--- config.mk ---
export PLATFORM = sky130hd
export DESIGN_NAME = bist_vector_engine
export DESIGN_NICKNAME = d
export VERILOG_FILES = /design/src/rtl/bist_pkg.sv /design/src/rtl/bist_misr.sv /design/src/rtl/bist_vector_engine.sv
export SDC_FILE = /design/constraint.sdc
export NUM_CORES = 2
export LEC_CHECK = 0
export CAP_MARGIN = 10
export CORE_MARGIN = 4
export CORE_UTILIZATION = 56
export DETAILED_ROUTE_END_ITERATION = 7
export PLACE_DENSITY = 0.76
export REMOVE_ABC_BUFFERS = 1
export SLEW_MARGIN = 0
export SYNTH_ARGS = -nofsm -noshare
export SYNTH_HDL_FRONTEND = slang
export SYNTH_HIERARCHICAL = 1
export SYNTH_SLANG_ARGS = --single-unit
--- constraint.sdc ---
create_clock -name clk -period 3.13 [get_ports clk]
set_input_delay 0.626 -clock clk [delete_from_list [all_inputs] [get_ports clk]]
set_output_delay 0.626 -clock clk [all_outputs]
set_load 0.02 [all_outputs]
--- src/rtl/bist_pkg.sv ---
// Shared definitions for the BIST vector engine: controller states, MISR
// polynomial and seed, test-word field positions, and the MISR step function.
package bist_pkg;

    typedef enum logic [1:0] {
        IDLE,
        ISSUE,
        WAIT,
        FINISH
    } bist_state_e;

    localparam logic [15:0] MISR_POLY = 16'h1021;
    localparam logic [15:0] MISR_SEED = 16'hFFFF;

    localparam int STIM_MSB    = 9;
    localparam int STIM_LSB    = 2;
    localparam int COMPACT_BIT = 0;

    // One MISR step: shift left, fold in the polynomial on carry-out, XOR the response byte.
    function automatic logic [15:0] misr_next(input logic [15:0] cur, input logic [7:0] data);
        logic [15:0] shifted;
        shifted = {cur[14:0], 1'b0} ^ (cur[15] ? MISR_POLY : 16'h0000);
        return shifted ^ {8'h00, data};
    endfunction

endpackage

--- src/rtl/bist_misr.sv ---
// 16-bit multiple-input signature register with a seed load and a step enable.
// Seed load has priority over stepping so a new run always starts from MISR_SEED.
module bist_misr
    import bist_pkg::*;
(
    input  logic        clk,
    input  logic        rst,
    input  logic        seed_load,
    input  logic        step_en,
    input  logic [7:0]  data,
    output logic [15:0] sig
);

    // Signature register: reseed on reset or load, otherwise compact when enabled.
    always_ff @(posedge clk) begin
        if (rst || seed_load) begin
            sig <= MISR_SEED;
        end else if (step_en) begin
            sig <= misr_next(sig, data);
        end
    end

endmodule

--- src/rtl/bist_vector_engine.sv ---
// BIST vector engine: buffers TAP-captured test words, replays them to the DUT
// on a run command and compacts the responses into a 16-bit MISR signature.
// Optional feature macro: BIST_GOLDEN_CMP_EN adds gold_sig input and pass output.
module bist_vector_engine
    import bist_pkg::*;
#(
    parameter int DEPTH   = 256,
    parameter int WORD_W  = 10,
    parameter int TIMEOUT = 64
)
(
    input  logic                         clk,
    input  logic                         rst,
    input  logic                         clear,
    input  logic                         wr_valid,
    input  logic [WORD_W-1:0]            wr_data,
    output logic                         wr_ready,
    input  logic                         run,
    output logic                         stim_valid,
    output logic [7:0]                   stim_data,
    input  logic                         resp_valid,
    input  logic [7:0]                   resp_data,
    output logic [15:0]                  sig,
    output logic [$clog2(DEPTH+1)-1:0]   count,
    output logic                         busy,
    output logic                         done,
    output logic                         overflow,
    output logic                         timeout
`ifdef BIST_GOLDEN_CMP_EN
    ,
    input  logic [15:0]                  gold_sig,
    output logic                         pass
`endif
);

    localparam int CNT_W  = $clog2(DEPTH + 1);
    localparam int ADDR_W = $clog2(DEPTH);
    localparam int TMR_W  = $clog2(TIMEOUT + 1);

    bist_state_e state, next_state;

    // Only the stimulus byte and compact flag are kept; the reserved bit is dropped on write.
    logic [8:0]         mem [DEPTH];
    logic [8:0]         cur_word;
    logic [CNT_W-1:0]   idx;
    logic [TMR_W-1:0]   timer;
    logic [7:0]         stim_hold;
    logic               reserved_unused;

    logic in_idle, start, clear_hit, wr_accept, ovf_hit, resp_hit, timer_expired;

    assign reserved_unused = wr_data[1];
    assign cur_word        = mem[idx[ADDR_W-1:0]];

    assign in_idle       = (state == IDLE);
    assign wr_ready      = in_idle && (count != CNT_W'(DEPTH));
    assign start         = in_idle && run;
    assign clear_hit     = in_idle && clear;
    assign wr_accept     = wr_valid && wr_ready && !clear;
    assign ovf_hit       = in_idle && wr_valid && !clear && (count == CNT_W'(DEPTH));
    assign resp_hit      = (state == WAIT) && resp_valid;
    assign timer_expired = (state == WAIT) && !resp_valid && (timer == TMR_W'(TIMEOUT - 1));

    assign stim_data = stim_valid ? cur_word[8:1] : stim_hold;

    // State register; reset aborts any run without a done pulse.
    always_ff @(posedge clk) begin
        if (rst) begin
            state <= IDLE;
        end else begin
            state <= next_state;
        end
    end

    // Next-state logic plus the strobe, busy and done outputs decoded from state.
    always_comb begin
        next_state = state;
        stim_valid = 1'b0;
        busy       = 1'b0;
        done       = 1'b0;
        case (state)
            IDLE: begin
                if (run) begin
                    next_state = ISSUE;
                end
            end
            ISSUE: begin
                busy = 1'b1;
                if (idx == count) begin
                    next_state = FINISH;
                end else begin
                    stim_valid = 1'b1;
                    next_state = WAIT;
                end
            end
            WAIT: begin
                busy = 1'b1;
                if (resp_valid) begin
                    next_state = ISSUE;
                end else if (timer_expired) begin
                    next_state = FINISH;
                end
            end
            FINISH: begin
                busy       = 1'b1;
                done       = 1'b1;
                next_state = IDLE;
            end
            default: next_state = IDLE;
        endcase
    end

    // Word count: clear wins over a same-cycle write; only changes while idle.
    always_ff @(posedge clk) begin
        if (rst || clear_hit) begin
            count <= '0;
        end else if (wr_accept) begin
            count <= count + 1'b1;
        end
    end

    // Buffer write at the current count; contents survive clear and runs.
    always_ff @(posedge clk) begin
        if (wr_accept) begin
            mem[count[ADDR_W-1:0]] <= {wr_data[STIM_MSB:STIM_LSB], wr_data[COMPACT_BIT]};
        end
    end

    // Replay index: restarts at each run, advances once per answered word.
    always_ff @(posedge clk) begin
        if (rst || start) begin
            idx <= '0;
        end else if (resp_hit) begin
            idx <= idx + 1'b1;
        end
    end

    // Response watchdog: counts cycles spent in WAIT, restarts on every other state.
    always_ff @(posedge clk) begin
        if (rst || (state != WAIT)) begin
            timer <= '0;
        end else begin
            timer <= timer + 1'b1;
        end
    end

    // Sticky overflow and timeout flags, cleared only by reset or an idle clear.
    always_ff @(posedge clk) begin
        if (rst || clear_hit) begin
            overflow <= 1'b0;
            timeout  <= 1'b0;
        end else begin
            if (ovf_hit) begin
                overflow <= 1'b1;
            end
            if (timer_expired) begin
                timeout <= 1'b1;
            end
        end
    end

    // Holds the last issued stimulus byte between strobes.
    always_ff @(posedge clk) begin
        if (rst) begin
            stim_hold <= '0;
        end else if (stim_valid) begin
            stim_hold <= cur_word[8:1];
        end
    end

    bist_misr u_misr (
        .clk       (clk),
        .rst       (rst),
        .seed_load (start),
        .step_en   (resp_hit && cur_word[0]),
        .data      (resp_data),
        .sig       (sig)
    );

`ifdef BIST_GOLDEN_CMP_EN
    // Golden compare verdict: cleared at run start, captured in FINISH with the final signature.
    always_ff @(posedge clk) begin
        if (rst || start) begin
            pass <= 1'b0;
        end else if (state == FINISH) begin
            pass <= (sig == gold_sig) && !timeout;
        end
    end
`endif

endmodule

# ---- Yosys cells after proc, flatten, opt, wreduce, memory -nomap -nowiden
# Memory sizes are Yosys's and may differ from the RTL's. A register that Yosys moved wholly into a read port is not among the register bits.
# Cells that the tools add are included.
dict set report totals {
  output_inout_bits 39
  elab_cells 59
  n_memories 1
  input_bits 24
  ram_bits 2304
  register_bits 53
}
dict set report classes {
  muxes 15
  n_eq_ne 10
  reduce_logical 20
  n_bitwise 2
  n_addsub 3
}
# name words word_bits read_ports rd_ports_with_merged_regs wr line_no
set memory_table {}
lappend memory_table {mem 256 9 1 1 1 bist_vector_engine.sv:43} ;# logic [8:0] mem [DEPTH];
# cell count
set op_table {}
lappend op_table {{$mux W8} 3}
lappend op_table {{$add A9 B1 Y9 const B} 2}
lappend op_table {{$xor A16 B16 Y16} 1}
lappend op_table {{$xor A16 B8 Y16} 1}
lappend op_table {{$mux W13} 1}
lappend op_table {{$logic_and A1 B1 Y1} 12}
lappend op_table {{$eq A9 B9 Y1} 1}
lappend op_table {{$eq A9 B9 Y1 const B} 1}
lappend op_table {{$ne A9 B9 Y1 const B} 1}
lappend op_table {{$pmux W2 S4} 1}
lappend op_table {{$add A7 B1 Y7 const B} 1}
lappend op_table {{$eq A7 B6 Y1 const B} 1}
lappend op_table {{$mux W1} 7}
lappend op_table {{$mux W2} 3}
lappend op_table {{$eq A2 B2 Y1 const B} 2}
lappend op_table {{$ne A2 B2 Y1 const B} 2}
lappend op_table {{$logic_or A1 B1 Y1} 3}
lappend op_table {{$ne A3 B3 Y1 const B} 1}
lappend op_table {{$reduce_or A3 Y1} 1}
lappend op_table {{$eq A2 B1 Y1 const B} 1}
lappend op_table {{$logic_not A1 Y1} 2}
lappend op_table {{$logic_not A2 Y1} 1}
lappend op_table {{$reduce_and A2 Y1} 1}

# ---- Longest topological paths before layout
dict set report logic_depth {
  depth_word 6
  mapped_depth 14
  depth_no_buf 8
}

# ---- Hierarchy
# Netlist, hierarchy kept.
# mod area_per_inst_um2 seq_area_each_um2 cells_each instances
set by_module_without_submodules {}
lappend by_module_without_submodules {bist_vector_engine 91489.0 70087.2 4602 1}
lappend by_module_without_submodules {bist_misr 665.6 320.3 62 1}

# ---- Worst setup path after synthesis
# Ideal clock, no wire load.
dict set report synth_timing {
  kind {register to output}
  start {register count[6]}
  end {output port stim_data[3]}
  t_arrival_ps 2373
  path_stages_with_launch 10
  path_slack_ps 131
  required_time_ps 2504
  path_buffers 3
  path_cell_list {dfxtp_1 > clkbuf_1 > xnor2_1 > nand3_1 > nor4_1 > nor2b_1 > clkbuf_1 > clkbuf_1 > o2111a_1 > a31oi_1}
}
dict set report synth_between {
  elab_chain_cells 4
}
# element line_no
set synth_rtl {}
lappend synth_rtl {{start: declaration} bist_vector_engine.sv:24} ;# output logic [$clog2(DEPTH+1)-1:0] count,
lappend synth_rtl {{start signal: assignment} bist_vector_engine.sv:118} ;# count <= count + 1'b1;
lappend synth_rtl {{$eq A9 B9 Y1} bist_vector_engine.sv:89} ;# if (idx == count) begin
lappend synth_rtl {{$mux W1} bist_vector_engine.sv:89}
lappend synth_rtl {{$mux W1} bist_vector_engine.sv:81} ;# case (state)
lappend synth_rtl {{named net stim_valid} bist_vector_engine.sv:19} ;# output logic stim_valid,
lappend synth_rtl {{$mux W8} -}
lappend synth_rtl {{end: declaration} bist_vector_engine.sv:20} ;# output logic [7:0] stim_data,
# The timed path passes the listed nets, and every way through them passes these cells.

==> metrics <==
outcome finished with violations; violated checks setup timing; Mean Syn Cell Area 19.8 µm²; Inst Count DP 7,465; largest net degree at the start of global routing 131; Hold Crit Class input port to flip-flop; DRC Markers 0; Worst path top cell family by delay multiplexers; clk root buf clkbuf_16; crit-path cells buf_8 -> buf_12 -> mux4_2 -> mux2i_1 -> a221oi_1 -> buf_4 -> o21ai_0 -> o2111a_1 -> a31oi_4 -> buf_6; Buffers on Ports 61; Synth Cell Area 0.0922 mm²; f_max 218 MHz; total CTS buffers 221; Clk Latency, worst-skew pair 880 ps; max_cap viols 0; sequential cell area fraction in the yosys report 76.4%; Clock Skews 62.0 ps; Multi-input gate area 0.0209 mm²; die area 0.171 mm²; VDD IR max 0.618 mV; Crit Path Category flip-flop to primary output; clk sinks 2,365; Startpoint Class flip-flop; gpl congestion 0.921; H-tree levels 4; top cells by area, synth edfxtp_1, mux4_2, mux2i_1; clock-pin slew on the worst setup and hold paths 60 ps; CP max stage delay 550 ps; Area growth, synth to finish 19.9%; Leak 0.0350 µW; Initial Utilization 56.5%; Yosys top cell area share 75.1%; crit path capture type primary output; Std-Cell Core Area 0.163 mm²; final setup violating endpoints 26; final slew viol count 0; most common cell in the netlist edfxtp_1; Chip Height 414 µm; Post-DRT Antenna Nets 0; Post-synth EDFFs 2,304; biggest area consumer among synthesized cells edfxtp_1; setup TNS -16,420 ps; layout net count 5,599; Synth cell types 76; most frequent cells after synthesis edfxtp_1, mux2i_1, mux4_2, nor2_1, a22oi_1; FF+latch count, synth 2,365; share of cells above drive strength 1 30.3%; Slew @ Worst Pin 1010 ps; initial antenna violation count 2; Max transition margin 32.8%; Power Density 567 mW/mm²; Boundary Pins 63; number of buffers and inverters on the critical path 4; Filler Cells Inserted 9,606; vias in the first global route 51,400; die width 414 µm; clock buffer depth 3; critical path data arrival time 3950 ps; Post-Syn Instances 4,664; Post-synth top flop edfxtp_1; grt ovf 0; RSZ-0062 raised after global routing yes; final wirelength 244,000 µm; asr flop ratio synth 0%; WL/cell 30.7 µm; DR vias 51,300; fin crit period 4580 ps; CTS tree built; Crit path required time 2500 ps; Via density 6.47; post-route worst setup slack -1450 ps; Cell Rows 148; slowest CP cell mux4_2; fin crit share 146%; Post-DP Area 0.102 mm²; Reg area 0.0704 mm²; Layout Cells excl Fill 7,930; 1st-pass router iterations 6; HPWL after detailed placement 151,000 µm; fin area 0.110 mm²; Yosys Warn Count 6; DR iter-0 viols 7,603; Fin. Hold Viols 0; worst-path maximum fanout 21; first-pass GRT wire length 353,000 µm; Global Route Usage Sum 28.6%
-- kinds of logic (layout without fill, tap and decap cells) --
group | after synthesis | in the layout | synth area share, %
buf+inv | 306 | 1395 | 1.95
fa+ha+maj | 6 | 6 | 0.0815
other cells | 0 | 2 | 0
xor+xnor | 35 | 35 | 0.348
flops | 2365 | 2365 | 76.4
mux | 830 | 830 | 14.2
simple gates | 607 | 607 | 2.97
compound gates | 515 | 515 | 4.05
-- registers in the layout, indices dropped and copies added, names as in the netlist, 2 cells and up, named ones only --
signal / count
mem: 2304
u_misr/sig: 16
count: 9
idx: 9
stim_hold: 8
timer: 7
state: 2
-- worst paths after layout --
path,startpoint,endpoint,slack [ps],cells after the start
max,flip-flop,stim_data[3],-1450,10
min,wr_data[5],mem[100][4],130,1
max reg2reg,flip-flop,u_misr/sig[8],-390,14
min reg2reg,timer[0],timer[0],470,1
-- worst reg2reg max path, delay by kind of cell, from the launching register on --
family          cells  cell delay [ps]
compound gates      1              310
buf+inv             7             1050
flops               1              410
mux                 3             1310
simple gates        3              310
-- metal layers --
| metal | GRT usage [%] | vias to the layer above | share of wire, % |
|---|---|---|---|
| met5 | 0 | - | 0 |
| met4 | 13.0 | 0 | 4.9 |
| met3 | 6.49 | 616 | 12 |
| met2 | 44.8 | 3596 | 48 |
| met1 | 38.7 | 26200 | 36 |
| li1 | - | 20900 | - |
-- per-stage QoR --
stage | power (µW) | utilization, % | setup WS (ps) | hold WS (ps)
finish | 62700 | 67.7 | -1450 | 133
detailed placement | 36900 | 62.3 | -1320 | 452
floorplan | 36200 | - | -24440 | 418
global placement | 36900 | 62.3 | -1300 | 430
CTS | 62800 | 67.4 | -1480 | 101
global route | 64300 | 67.7 | -1490 | 118
-- what timing repair did --
| item | in CTS | in global routing |
|---|---|---|
| gates resized for setup | 205 | 70 |
| setup endpoints to repair | 31 | 29 |
| hold buffers | 0 | 0 |
| pin swaps | 49 | 40 |
| setup buffers | 35 | 22 |
| gates cloned | 6 | 3 |
| endpoints found under the hold margin | 0 | 0 |
-- report_power, final --
group          switching, µW  leakage (µW)  internal (µW)
Combinational           1060        0.0104            598
Clock                  11600       0.00344          14700
Sequential              12.6        0.0212          34700
-- final cells by class --
| type | count | area share, % |
|---|---|---|
| Inverter | 21 | 0.0827 |
| Tap cell | 2175 | 2.46 |
| Antenna cell | 2 | 0.00453 |
| Clock inverter | 127 | 1.10 |
| Timing Repair Buffer | 967 | 8.40 |
| Sequential cell | 2365 | 63.7 |
| Multi-Input combinational cell | 1993 | 18.9 |
| Clock buffer | 280 | 5.29 |
-- placed cells by master, fill, tap and decap left out, drive strengths merged, types with 7 or more instances in the layout --
cell,n
clkbuf,292
buf,910
a22oi,190
o2111a,8
clkinv,99
edfxtp,2304
inv,28
nand3,56
a311oi,9
bufinv,18
o21a,7
mux4,376
a31oi,74
nand2b,17
and2,8
nand4,10
mux2,8
o22ai,45
o21ai,24
o211ai,9
or3,7
xnor2,19
nand2,102
a21oi,52
dfxtp,61
nor3,13
xor2,15
mux2i,446
clkdlybuf4s50,42
a221oi,21
nor2b,13
a22o,45
o2111ai,7
nor2,339
nor4,10
No activity file was read; power rests on OpenSTA's default activity.
